<file path="config.mk">
export PLATFORM = sky130hd
export DESIGN_NAME = video_xbar_sync
export DESIGN_NICKNAME = d
export VERILOG_FILES = /design/src/rtl/video_xbar_sync.sv
export SDC_FILE = /design/constraint.sdc
export NUM_CORES = 1
export LEC_CHECK = 0
export CAP_MARGIN = 25
export CELL_PAD_IN_SITES_DETAIL_PLACEMENT = 0
export CELL_PAD_IN_SITES_GLOBAL_PLACEMENT = 1
export CORE_MARGIN = 2
export CORE_UTILIZATION = 38
export CTS_CLUSTER_SIZE = 14
export DETAILED_ROUTE_END_ITERATION = 8
export PLACE_DENSITY_LB_ADDON = 0.15
export SLEW_MARGIN = 30
export SYNTH_ARGS = -nofsm -noshare
export SYNTH_HDL_FRONTEND = slang
export SYNTH_SLANG_ARGS = --single-unit
</file>
<file path="constraint.sdc">
create_clock -name clk -period 4.35 [get_ports clk]
set_input_delay 1.0875 -clock clk [delete_from_list [all_inputs] [get_ports clk]]
set_output_delay 1.0875 -clock clk [all_outputs]
set_load 0.01 [all_outputs]
</file>
<file path="src/rtl/video_xbar_sync.sv">
// rtl/video_xbar_sync.sv - video crossbar with alias select, frame-aligned switching and switch timeout
module video_xbar_sync #(
  parameter int NUM_SRC        = 6,
  parameter int NUM_SINK       = 5,
  parameter int SEL_W          = 3,
  parameter int H_W            = 11,
  parameter int V_W            = 10,
  parameter int PIXEL_W        = 24,
  parameter int ALIAS_CODE     = 1,
  parameter int TIMEOUT_CYCLES = 2000000
) (
  input  logic                        clk,
  input  logic                        rst,
  input  logic [NUM_SINK*SEL_W-1:0]   sink_sel,
  input  logic [SEL_W-1:0]            alias_sel,
  input  logic [NUM_SRC*H_W-1:0]      src_h_count,
  input  logic [NUM_SRC*V_W-1:0]      src_v_count,
  input  logic [NUM_SRC-1:0]          src_active_draw,
  input  logic [NUM_SRC*PIXEL_W-1:0]  src_pixel,
  output logic [NUM_SINK*H_W-1:0]     sink_h_count,
  output logic [NUM_SINK*V_W-1:0]     sink_v_count,
  output logic [NUM_SINK-1:0]         sink_active_draw,
  output logic [NUM_SINK*PIXEL_W-1:0] sink_pixel,
  output logic [NUM_SINK-1:0]         sink_pending,
  output logic [NUM_SINK-1:0]         sink_switched,
  output logic [NUM_SINK-1:0]         sink_timeout,
  output logic [NUM_SINK-1:0]         sink_invalid
);

  // Counter only has to reach TIMEOUT_CYCLES-1 before the forced commit.
  localparam int CNT_W = (TIMEOUT_CYCLES > 2) ? $clog2(TIMEOUT_CYCLES) : 1;
  localparam logic [CNT_W-1:0] CNT_LAST = CNT_W'(TIMEOUT_CYCLES - 1);
  localparam logic [SEL_W-1:0] ALIAS    = SEL_W'(ALIAS_CODE);

  typedef enum logic {
    ST_LOCKED  = 1'b0,
    ST_PENDING = 1'b1
  } state_e;

  // A code is unusable when it is the alias code itself or names no source.
  function automatic logic code_invalid(input logic [SEL_W-1:0] code);
    return (code == ALIAS) || (32'(code) >= 32'(NUM_SRC));
  endfunction

  logic [SEL_W-1:0]   res_q   [NUM_SINK];
  logic [SEL_W-1:0]   res_d   [NUM_SINK];
  state_e             state_q [NUM_SINK];
  state_e             state_d [NUM_SINK];
  logic [SEL_W-1:0]   com_q   [NUM_SINK];
  logic [SEL_W-1:0]   com_d   [NUM_SINK];
  logic [CNT_W-1:0]   cnt_q   [NUM_SINK];
  logic [CNT_W-1:0]   cnt_d   [NUM_SINK];

  logic [NUM_SRC-1:0]  src_fs;
  logic [NUM_SINK-1:0] tgt_fs;
  logic [NUM_SINK-1:0] commit_d;
  logic [NUM_SINK-1:0] forced_d;

  logic [H_W-1:0]      mux_h   [NUM_SINK];
  logic [V_W-1:0]      mux_v   [NUM_SINK];
  logic [PIXEL_W-1:0]  mux_pix [NUM_SINK];
  logic [NUM_SINK-1:0] mux_ad;
  logic [NUM_SINK-1:0] mux_inv;

  // Resolve each sink request, substituting alias_sel for the alias code
  always_comb begin
    for (int k = 0; k < NUM_SINK; k++) begin
      res_d[k] = sink_sel[k*SEL_W +: SEL_W];
      if (sink_sel[k*SEL_W +: SEL_W] == ALIAS) begin
        res_d[k] = alias_sel;
      end
    end
  end

  // Frame start per source; an invalid target is treated as always at frame start
  always_comb begin
    src_fs = '0;
    tgt_fs = '0;
    for (int s = 0; s < NUM_SRC; s++) begin
      src_fs[s] = (src_h_count[s*H_W +: H_W] == '0) && (src_v_count[s*V_W +: V_W] == '0);
    end
    for (int k = 0; k < NUM_SINK; k++) begin
      tgt_fs[k] = code_invalid(res_q[k]);
      for (int s = 0; s < NUM_SRC; s++) begin
        if ((res_q[k] == SEL_W'(s)) && src_fs[s]) begin
          tgt_fs[k] = 1'b1;
        end
      end
    end
  end

  // State register: resolved select, FSM state, committed source, wait counter
  always_ff @(posedge clk or negedge rst) begin
    if (!rst) begin
      for (int k = 0; k < NUM_SINK; k++) begin
        res_q[k]   <= '0;
        state_q[k] <= ST_LOCKED;
        com_q[k]   <= '0;
        cnt_q[k]   <= '0;
      end
    end else begin
      for (int k = 0; k < NUM_SINK; k++) begin
        res_q[k]   <= res_d[k];
        state_q[k] <= state_d[k];
        com_q[k]   <= com_d[k];
        cnt_q[k]   <= cnt_d[k];
      end
    end
  end

  // Next state: open a request, cancel it, or commit on frame start / timeout
  always_comb begin
    commit_d = '0;
    forced_d = '0;
    for (int k = 0; k < NUM_SINK; k++) begin
      state_d[k] = state_q[k];
      com_d[k]   = com_q[k];
      cnt_d[k]   = cnt_q[k];
      case (state_q[k])
        ST_LOCKED: begin
          if (res_q[k] != com_q[k]) begin
            state_d[k] = ST_PENDING;
            cnt_d[k]   = '0;
          end
        end
        ST_PENDING: begin
          // The target follows the resolved select, so a retarget keeps the count.
          if (res_q[k] == com_q[k]) begin
            state_d[k] = ST_LOCKED;
          end else if (tgt_fs[k]) begin
            state_d[k]  = ST_LOCKED;
            com_d[k]    = res_q[k];
            commit_d[k] = 1'b1;
          end else if (cnt_q[k] == CNT_LAST) begin
            state_d[k]  = ST_LOCKED;
            com_d[k]    = res_q[k];
            commit_d[k] = 1'b1;
            forced_d[k] = 1'b1;
          end else begin
            cnt_d[k] = cnt_q[k] + CNT_W'(1);
          end
        end
        default: state_d[k] = ST_LOCKED;
      endcase
    end
  end

  // Status decoded from FSM state
  always_comb begin
    sink_pending = '0;
    for (int k = 0; k < NUM_SINK; k++) begin
      sink_pending[k] = (state_q[k] == ST_PENDING);
    end
  end

  // Select the data of the next committed source so a commit loads the new stream
  always_comb begin
    for (int k = 0; k < NUM_SINK; k++) begin
      mux_h[k]   = '0;
      mux_v[k]   = '0;
      mux_pix[k] = '0;
      mux_ad[k]  = 1'b0;
      mux_inv[k] = code_invalid(com_d[k]);
      for (int s = 0; s < NUM_SRC; s++) begin
        if ((s != ALIAS_CODE) && (com_d[k] == SEL_W'(s))) begin
          mux_h[k]   = src_h_count[s*H_W +: H_W];
          mux_v[k]   = src_v_count[s*V_W +: V_W];
          mux_pix[k] = src_pixel[s*PIXEL_W +: PIXEL_W];
          mux_ad[k]  = src_active_draw[s];
        end
      end
    end
  end

  // Output registers: one cycle of latency on data and on the commit pulses
  always_ff @(posedge clk or negedge rst) begin
    if (!rst) begin
      sink_h_count     <= '0;
      sink_v_count     <= '0;
      sink_active_draw <= '0;
      sink_pixel       <= '0;
      sink_switched    <= '0;
      sink_timeout     <= '0;
      sink_invalid     <= '0;
    end else begin
      for (int k = 0; k < NUM_SINK; k++) begin
        sink_h_count[k*H_W +: H_W]         <= mux_h[k];
        sink_v_count[k*V_W +: V_W]         <= mux_v[k];
        sink_active_draw[k]                <= mux_ad[k];
        sink_pixel[k*PIXEL_W +: PIXEL_W]   <= mux_pix[k];
        sink_invalid[k]                    <= mux_inv[k];
      end
      sink_switched <= commit_d;
      sink_timeout  <= forced_d;
    end
  end

endmodule

</file>
==> reports/metrics.csv, run 1 <==
stage,metric,value,unit
placed_design,pre_cts_ws,-0.644,ns
cts,cts-root-buf,sky130_fd_sc_hd__clkbuf_16,
floorplan,core_area,59100,sq um
worst_hold_path,hold_path_startpoint,cnt_q[21],
pwr,switching_component_of_the_power,10.4,mW
sta,worst_pin_slew,0.922,ns
sta,finalHoldViolCount,0,
pwr,pwr-share-seq,0.230,
cts,cts.sinks,385,
layout,finish.instance_area,33700,sq um
worst_hold_path,min_delay_worst_endpoint,cnt_q[21],
cts,cts.hold.buffers_added,0,
detailed_routing,drt_iter0_markers,2954,
detailed_routing,drt-wirelength-per-cell,26.8,um
sta,fin_hold_ws,0.535,ns
pwr,share_clk_of_total_power,0.169,
sta,slew_viol_final,0,
floorplan,num_io_pins,546,
pwr,internal_power,14.2,mW
worst_setup_path,worstPathArrival,4.70,ns
pwr,power.total,24.6,mW
floorplan,std_cell_rows,89,
detailed_routing,via_count,24900,
floorplan,die-height,249,um
yosys,synth_area,22800,sq um
placed_design,dp_cells,3981,
yosys,yosysTopAreaCell,sky130_fd_sc_hd__dfrtp_1,
cts,worst_skew_late_latency,0.61,ns
cts,clock_tree_from_tritoncts,built,
yosys,syn_inst,2504,
global_routing,grt_max_degree,97,
worst_setup_path,worst-path-max-fanout,12,
floorplan,start_util,0.385,
pwr,switching_share,0.423,
worst_setup_path,worstSetupEndpointType,register,
yosys,ys_seq_area_frac,0.423,
worst_setup_path,setup.worst_path.start_class,input port,
yosys,synth-warning-count,0,
yosys,postSynth.topFlopCell,sky130_fd_sc_hd__dfrtp_1,
worst_hold_path,hold_class,register to register,
layout,syn2layout_area_growth,48.0,%
yosys,asyncSetResetFlopFracSynth,1.00,
status,status,"complete, no violations",
layout,postLayoutCoreUtil,0.570,
flow_run,max-cap-violations,0,
global_routing,grt_use_total,0.344,
detailed_routing,totalWireLength,110000,um
cts,cts-root-to-sink-buffers,3,
sta,maxClockFrequency,235,MHz
worst_setup_path,crit_type,input port to register,
pwr,power_leakage,14.0,nW
yosys,postSynthRegisterBits,385,
worst_hold_path,worst_hold_path.num_cells,1,
floorplan,die-area,61900,sq um
sta,period_share,0.979,
yosys,synth_top_area_share,0.423,
worst_setup_path,reg2reg_slack,0.41,ns
detailed_routing,avgViaCountPerCell,6.10,
pwr,combPwrFrac,0.600,
yosys,synth.net_count,2805,
floorplan,horizontal_die_dimension,249,um
detailed_routing,count_of_unresolved_drc_violations_after_routing,0,
detailed_routing,detail_route.first_pass.iterations,6,
cts,ctsHtreeMaxLevel,2,
global_routing,first_global_vias,24600,
sta,final_critical_path_setup_slack,0.0905,ns
yosys,count_of_different_cell_masters_after_synthesis,82,
placed_design,place.gp.congestion,0.957,
worst_setup_path,reg2reg_depth,12,
placed_design,dp_hpwl,78700,um
yosys,synth-edff-count,0,
placed_design,port_buffer_cells,499,
worst_setup_path,critical_path.reg2reg.endpoint,sink_h_count[34],
placed_design,dpl-instance-area,32000,sq um
detailed_routing,drtAntennaViolNets,0,
sta,final.setup_skew,0.0250,ns
global_routing,grt_pass1_wl,162000,um
sta,maxSlewHeadroom,0.381,
sta,fin_tns_setup,0,ns
layout,instances_no_fill,4085,
layout,design.final.nets,3559,
sta,period_minus_slack,4.26,ns
yosys,synthTopCellsByArea,"sky130_fd_sc_hd__dfrtp_1 (42%), sky130_fd_sc_hd__nand2_1 (5.9%), sky130_fd_sc_hd__mux2_2 (4.5%)",
sta,setup_viol,0,
cts,clk_pin_slew,0.06,ns
yosys,syn-mean-instance-area,9.10,sq um
worst_setup_path,cp.required,4.79,ns
layout,layout-drive-gt1-share,0.193,
pwr,power_per_cell_area,730,nW/um^2
global_routing,gr-total-overflow,0,
cts,cts_inserted_buffers,46,
worst_setup_path,critical_path.reg2reg.startpoint,cnt_q[30],
pwr,power.ir.vdd_worst,0.413,mV
global_routing,antenna_found_initial,25,
[cells in the mapped netlist, types with 66 or more instances]
master	count
sky130_fd_sc_hd__clkbuf_1	94
sky130_fd_sc_hd__o22a_1	76
sky130_fd_sc_hd__xor2_1	67
sky130_fd_sc_hd__mux2i_1	76
sky130_fd_sc_hd__nor2_1	269
sky130_fd_sc_hd__nand2_1	358
sky130_fd_sc_hd__mux2_2	91
sky130_fd_sc_hd__o21ai_0	137
sky130_fd_sc_hd__o2bb2ai_1	66
sky130_fd_sc_hd__dfrtp_1	385
sky130_fd_sc_hd__a31oi_1	103
[placed cells by master (no fill, tap or decap), drive strengths merged, types with 66 or more instances in the layout]
| master | synthesis | routed |
|---|---|---|
| mux2i | 78 | 78 |
| buf | 87 | 389 |
| xor2 | 67 | 67 |
| dfrtp | 385 | 385 |
| clkbuf | 94 | 66 |
| mux2 | 92 | 92 |
| nand2 | 359 | 359 |
| o2bb2ai | 66 | 66 |
| clkdlybuf4s50 | 0 | 498 |
| o21ai | 142 | 142 |
| a31oi | 105 | 105 |
| o22a | 76 | 76 |
| nor2 | 273 | 273 |
[area by class of cell]
class	instances	area, sq um
Antenna cell	18	45.0
Inverter	39	151
Clock inverter	18	225
Tap cell	773	967
Timing Repair Buffer	887	8920
Multi-Input combinational cell	1899	12400
Fill cell	5181	25400
Sequential cell	385	9630
Clock buffer	66	1400
[logic make-up (layout without fill, tap and decap cells)]
logic type | Yosys count | after routing | share of synthesized area
mux | 170 | 170 | 0.0802
compound gates | 726 | 726 | 0.233
xor+xnor | 95 | 95 | 0.0365
fa+ha+maj | 5 | 5 | 0.00275
flops | 385 | 385 | 0.423
other cells | 0 | 18 | 0
buf+inv | 220 | 1010 | 0.0446
simple gates | 903 | 903 | 0.180
[routing by layer]
metal,track usage,share of wire
met3,0.0846,0.10
met2,0.536,0.45
met1,0.445,0.39
met5,0,0.00095
met4,0.176,0.055
[power by group through the flow]
stage	combinational, mW	clock [mW]	sequential (mW)
2_1_floorplan	6.16	0	5.90
3_3_place_gp	14.3	0	5.68
3_5_place_dp	14.4	0	5.66
4_1_cts	14.5	4.23	5.65
5_1_grt	15.4	4.38	5.76
6_report	14.8	4.17	5.67
[registers in the layout, indices dropped and copies added (netlist names)]
signal,flops
sink_pixel,120
sink_pending,5
com_q,15
sink_timeout,5
res_q,15
sink_h_count,55
sink_v_count,50
cnt_q,105
sink_switched,5
sink_invalid,5
sink_active_draw,5
[critical path, cell delays in order]
cell and delay [ns]:
sky130_fd_sc_hd__clkdlybuf4s50_1 0.51, sky130_fd_sc_hd__nor4_2 0.58, sky130_fd_sc_hd__buf_4 0.21, sky130_fd_sc_hd__nand2_1 0.07
sky130_fd_sc_hd__or3_1 0.32, sky130_fd_sc_hd__a32o_1 0.33, sky130_fd_sc_hd__a211oi_4 0.37, sky130_fd_sc_hd__mux2i_4 0.33
sky130_fd_sc_hd__inv_2 0.07, sky130_fd_sc_hd__and2_1 0.15, sky130_fd_sc_hd__buf_4 0.20, sky130_fd_sc_hd__a222oi_1 0.36
sky130_fd_sc_hd__a31oi_1 0.11
[worst max path at each step]
stage / startpoint / end / slack (ns)
global placement: src_h_count[50] / sink_pixel[110] / -0.66
CTS: src_h_count[50] / sink_pixel[106] / 0.01
floorplan: src_h_count[22] / sink_active_draw[4] / 0.32
detailed placement: src_h_count[50] / sink_pixel[106] / -0.64
global route: src_h_count[50] / sink_pixel[102] / -0.04
finish: src_h_count[45] / sink_pixel[110] / 0.09
[timing repair]
action / 4_1_cts / 5_1_grt
gates resized for setup: 1 / 9
setup endpoints to repair: 3 / 180
endpoints found under the hold margin: 0 / 0
buffers inserted: 0 / 2
cloned: 0 / 0
pin swaps: 0 / 1
Note: power is estimated with default switching activity, not from simulation.
==> run 2: changes to the inputs <==
Settings changed: CORE_MARGIN 2 to 3.
==> run 2 against run 1 <==
Net effect: flip-flop and latch count is the same; critical endpoint is now sink_pixel[107]; critical path type unchanged; critical path depth grew 1; sequential power is essentially flat; first-iteration DRC count shrank 2.9%; clock power is essentially flat; largest cell class unchanged; clock skew grew 0.0011 ns; design area shrank 0.56%; worst hold slack lost 0.022 ns.
==> reports/metrics.csv, run 2 (synthesis gave the netlist of run 1 again) <==
stage,metric,value,unit,change
status,status,"complete, no violations",,
floorplan,num_io_pins,546,,unchanged
global_routing,first_global_vias,24700,,+0.15%
layout,largest_reg_flops,120,,unchanged
global_routing,grt_pass1_wl,160000,um,-1.4%
layout,design.final.nets,3531,,-0.79%
layout,largestRegisters,"sink_pixel (120), cnt_q (105), sink_h_count (55)",,
sta,finalHoldViolCount,0,,unchanged
worst_setup_path,crit_type,input port to register,,
layout,syn2layout_area_growth,47.2,%,
worst_setup_path,critical_path.n_buffers_inverters,5,,+1
worst_setup_path,worstPathArrival,4.75,ns,+0.05 ns
sta,rsz_0062_raised_after_global_routing,true,,
pwr,switching_share,0.422,,-0.00112
worst_setup_path,critical_path.top_delay_family,buffers and inverters,,
sta,maxSlewHeadroom,0.448,,+0.0675
cts,ctsHtreeMaxLevel,2,,unchanged
cts,cts.hold.buffers_added,0,,unchanged
worst_setup_path,reg2reg_slack,0.31,ns,-0.10 ns
detailed_routing,drt_iter0_markers,2868,,-2.9%
worst_setup_path,critical_path.reg2reg.startpoint,cnt_q[33],,
sta,period_share,0.993,,+0.0137
cts,clk_pin_slew,0.06,ns,about the same
flow_run,max-cap-violations,0,,unchanged
pwr,power.ir.vdd_worst,0.430,mV,+4.0%
detailed_routing,avgViaCountPerCell,6.15,,+0.89%
placed_design,dp_hpwl,78200,um,-0.58%
sta,period_minus_slack,4.32,ns,+0.0594 ns
cts,clock_tree_from_tritoncts,built,,
global_routing,grt_use_total,0.333,,-0.0110
floorplan,die-area,62900,sq um,+1.6%
sta,setup_viol,0,,unchanged
detailed_routing,via_count,24900,,+0.076%
cts,cts-root-buf,sky130_fd_sc_hd__clkbuf_16,,
worst_setup_path,cp.required,4.78,ns,about the same
detailed_routing,count_of_unresolved_drc_violations_after_routing,0,,unchanged
cts,cts_inserted_buffers,47,,+2.2%
sta,worst_pin_slew,0.816,ns,-0.105 ns
global_routing,antenna_found_initial,20,,-20%
sta,fin_hold_ws,0.512,ns,-0.0223 ns
worst_hold_path,hold_class,input port to async pin,,
worst_setup_path,critical-path-slowest-cell,sky130_fd_sc_hd__clkdlybuf4s50_1,,
layout,postLayoutCoreUtil,0.567,,-0.00322
floorplan,horizontal_die_dimension,251,um,+0.80%
layout,layout-drive-gt1-share,0.189,,-0.00447
layout,commonest_non_fill_non_tap_cell_in_the_layout,sky130_fd_sc_hd__clkdlybuf4s50_1,,
worst_setup_path,setup.worst_path.start_class,input port,,
worst_setup_path,crit_chain,clkdlybuf4s50_1 -> nor4_4 -> buf_4 -> nand4_1 -> buf_4 -> or2_2 -> a32o_2 -> a211oi_2 -> buf_4 -> mux2_4 -> buf_12 -> a21o_1 -> a222oi_1 -> a31oi_1,,
detailed_routing,route.layer.met1.wl,42600,um,-0.42%
pwr,pwr-share-seq,0.233,,+0.003
detailed_routing,dr.max_layer_used,met5,,
pwr,combPwrFrac,0.596,,-0.004
detailed_routing,met3_length,10600,um,-6.6%
detailed_routing,drt-wirelength-per-cell,26.9,um,+0.29%
worst_setup_path,critical_path.reg2reg.endpoint,sink_pixel[88],,
layout,largest-register,sink_pixel,,
cts,worst_skew_late_latency,0.59,ns,-0.02 ns
sta,final.setup_skew,0.0261,ns,+0.00113 ns
worst_setup_path,cpMostUsedCell,sky130_fd_sc_hd__buf_4,,
worst_setup_path,worstSetupEndpointType,register,,
worst_setup_path,reg2reg_depth,10,,-2
cts,cts.sinks,385,,unchanged
worst_setup_path,worst-path-max-fanout,10,,-2
placed_design,port_buffer_cells,499,,unchanged
sta,fin_tns_setup,0,ns,unchanged
global_routing,grt_max_degree,87,,-10%
global_routing,gr-total-overflow,0,,unchanged
sta,maxClockFrequency,232,MHz,-1.4%
pwr,power_leakage,14.0,nW,-0.40%
pwr,switching_component_of_the_power,10.3,mW,-1.3%
cts,cts-root-to-sink-buffers,3,,unchanged
placed_design,place.gp.congestion,0.958,,about the same
detailed_routing,drtAntennaViolNets,0,,unchanged
detailed_routing,routed-wl-met2,50200,um,+1.8%
detailed_routing,totalWireLength,109000,um,-0.52%
floorplan,core_area,59100,sq um,unchanged
pwr,share_clk_of_total_power,0.171,,+0.002
pwr,power_per_cell_area,727,nW/um^2,-0.48%
floorplan,die-height,251,um,+0.80%
sta,slew_viol_final,0,,unchanged
worst_setup_path,critical_path.max_stage_delay,0.46,ns,-0.12 ns
floorplan,std_cell_rows,89,,unchanged
layout,layout_common_cells,"sky130_fd_sc_hd__clkdlybuf4s50_1 (486), sky130_fd_sc_hd__dfrtp_1 (385), sky130_fd_sc_hd__nand2_1 (357)",,
detailed_routing,detail_route.first_pass.iterations,8,,+2
floorplan,start_util,0.385,,unchanged
pwr,internal_power,14.1,mW,-0.85%
[run 2: cell count changes in the layout (fill, tap and decap cells not counted), sizes merged]
cell	delta
dlymetal6s2s	+11
buf	-30
dlygate4sd2	+1
diode	-5
clkdlybuf4s50	-12
clkbuf	+1
bufinv	+1
[run 2: area by class of cell]
type | instances | area (sq um)
antenna | 13 | 32.5
clock buffer | 66 | 1380
clock inverter | 19 | 233
fill | 5158 | 25600
inverter | 39 | 155
multi-input combinational | 1899 | 12500
sequential | 385 | 9630
tap | 773 | 967
timing repair buffer | 858 | 8660
[run 2: how the worst max path moves through the flow]
stage / endpoint / from / slack (ns) / cells after the start
6_report: sink_pixel[107] / src_v_count[2] / 0.03 / 14
5_1_grt: sink_pixel[107] / src_v_count[2] / -0.07 / 14
4_1_cts: sink_h_count[44] / src_h_count[52] / 0.002 / 15
3_5_place_dp: sink_pixel[101] / src_h_count[54] / -0.78 / 14
3_3_place_gp: sink_pixel[107] / src_h_count[50] / -0.77 / 14
2_1_floorplan: sink_active_draw[4] / src_h_count[22] / 0.32 / 11
[run 2: stage by stage]
| step | setup WS, ns | instance area (sq um) | instances | power (mW) |
|---|---|---|---|---|
| 3_3_place_gp | -0.769 | 31700 | 3951 | 19.6 |
| 3_5_place_dp | -0.780 | 31700 | 3951 | 19.8 |
| 2_1_floorplan | 0.316 | 22800 | 2504 | 12.1 |
| 5_1_grt | -0.0657 | 33500 | 4048 | 25.3 |
| 6_report | 0.0311 | 33500 | 4052 | 24.4 |
| 4_1_cts | 0.00153 | 33400 | 4037 | 24.1 |
[run 2: repair_timing]
action,4_1_cts,5_1_grt
pin swaps,12,9
gates cloned,0,1
setup endpoints to repair,45,96
buffers inserted,1,1
gates resized for setup,10,28
[run 2: metal layers]
metal,vias up,global-route usage
li1,10700,-
met1,12300,0.426
met2,1525,0.533
met3,348,0.0808
met4,16,0.162
met5,-,0
[run 2: power groups by stage]
stage	logic, mW	registers [mW]	clock network (mW)
finish	14.5	5.67	4.18
global route	15.2	5.76	4.38
CTS	14.2	5.66	4.26
detailed placement	14.1	5.67	0
global placement	13.9	5.69	0
floorplan	6.16	5.90	0
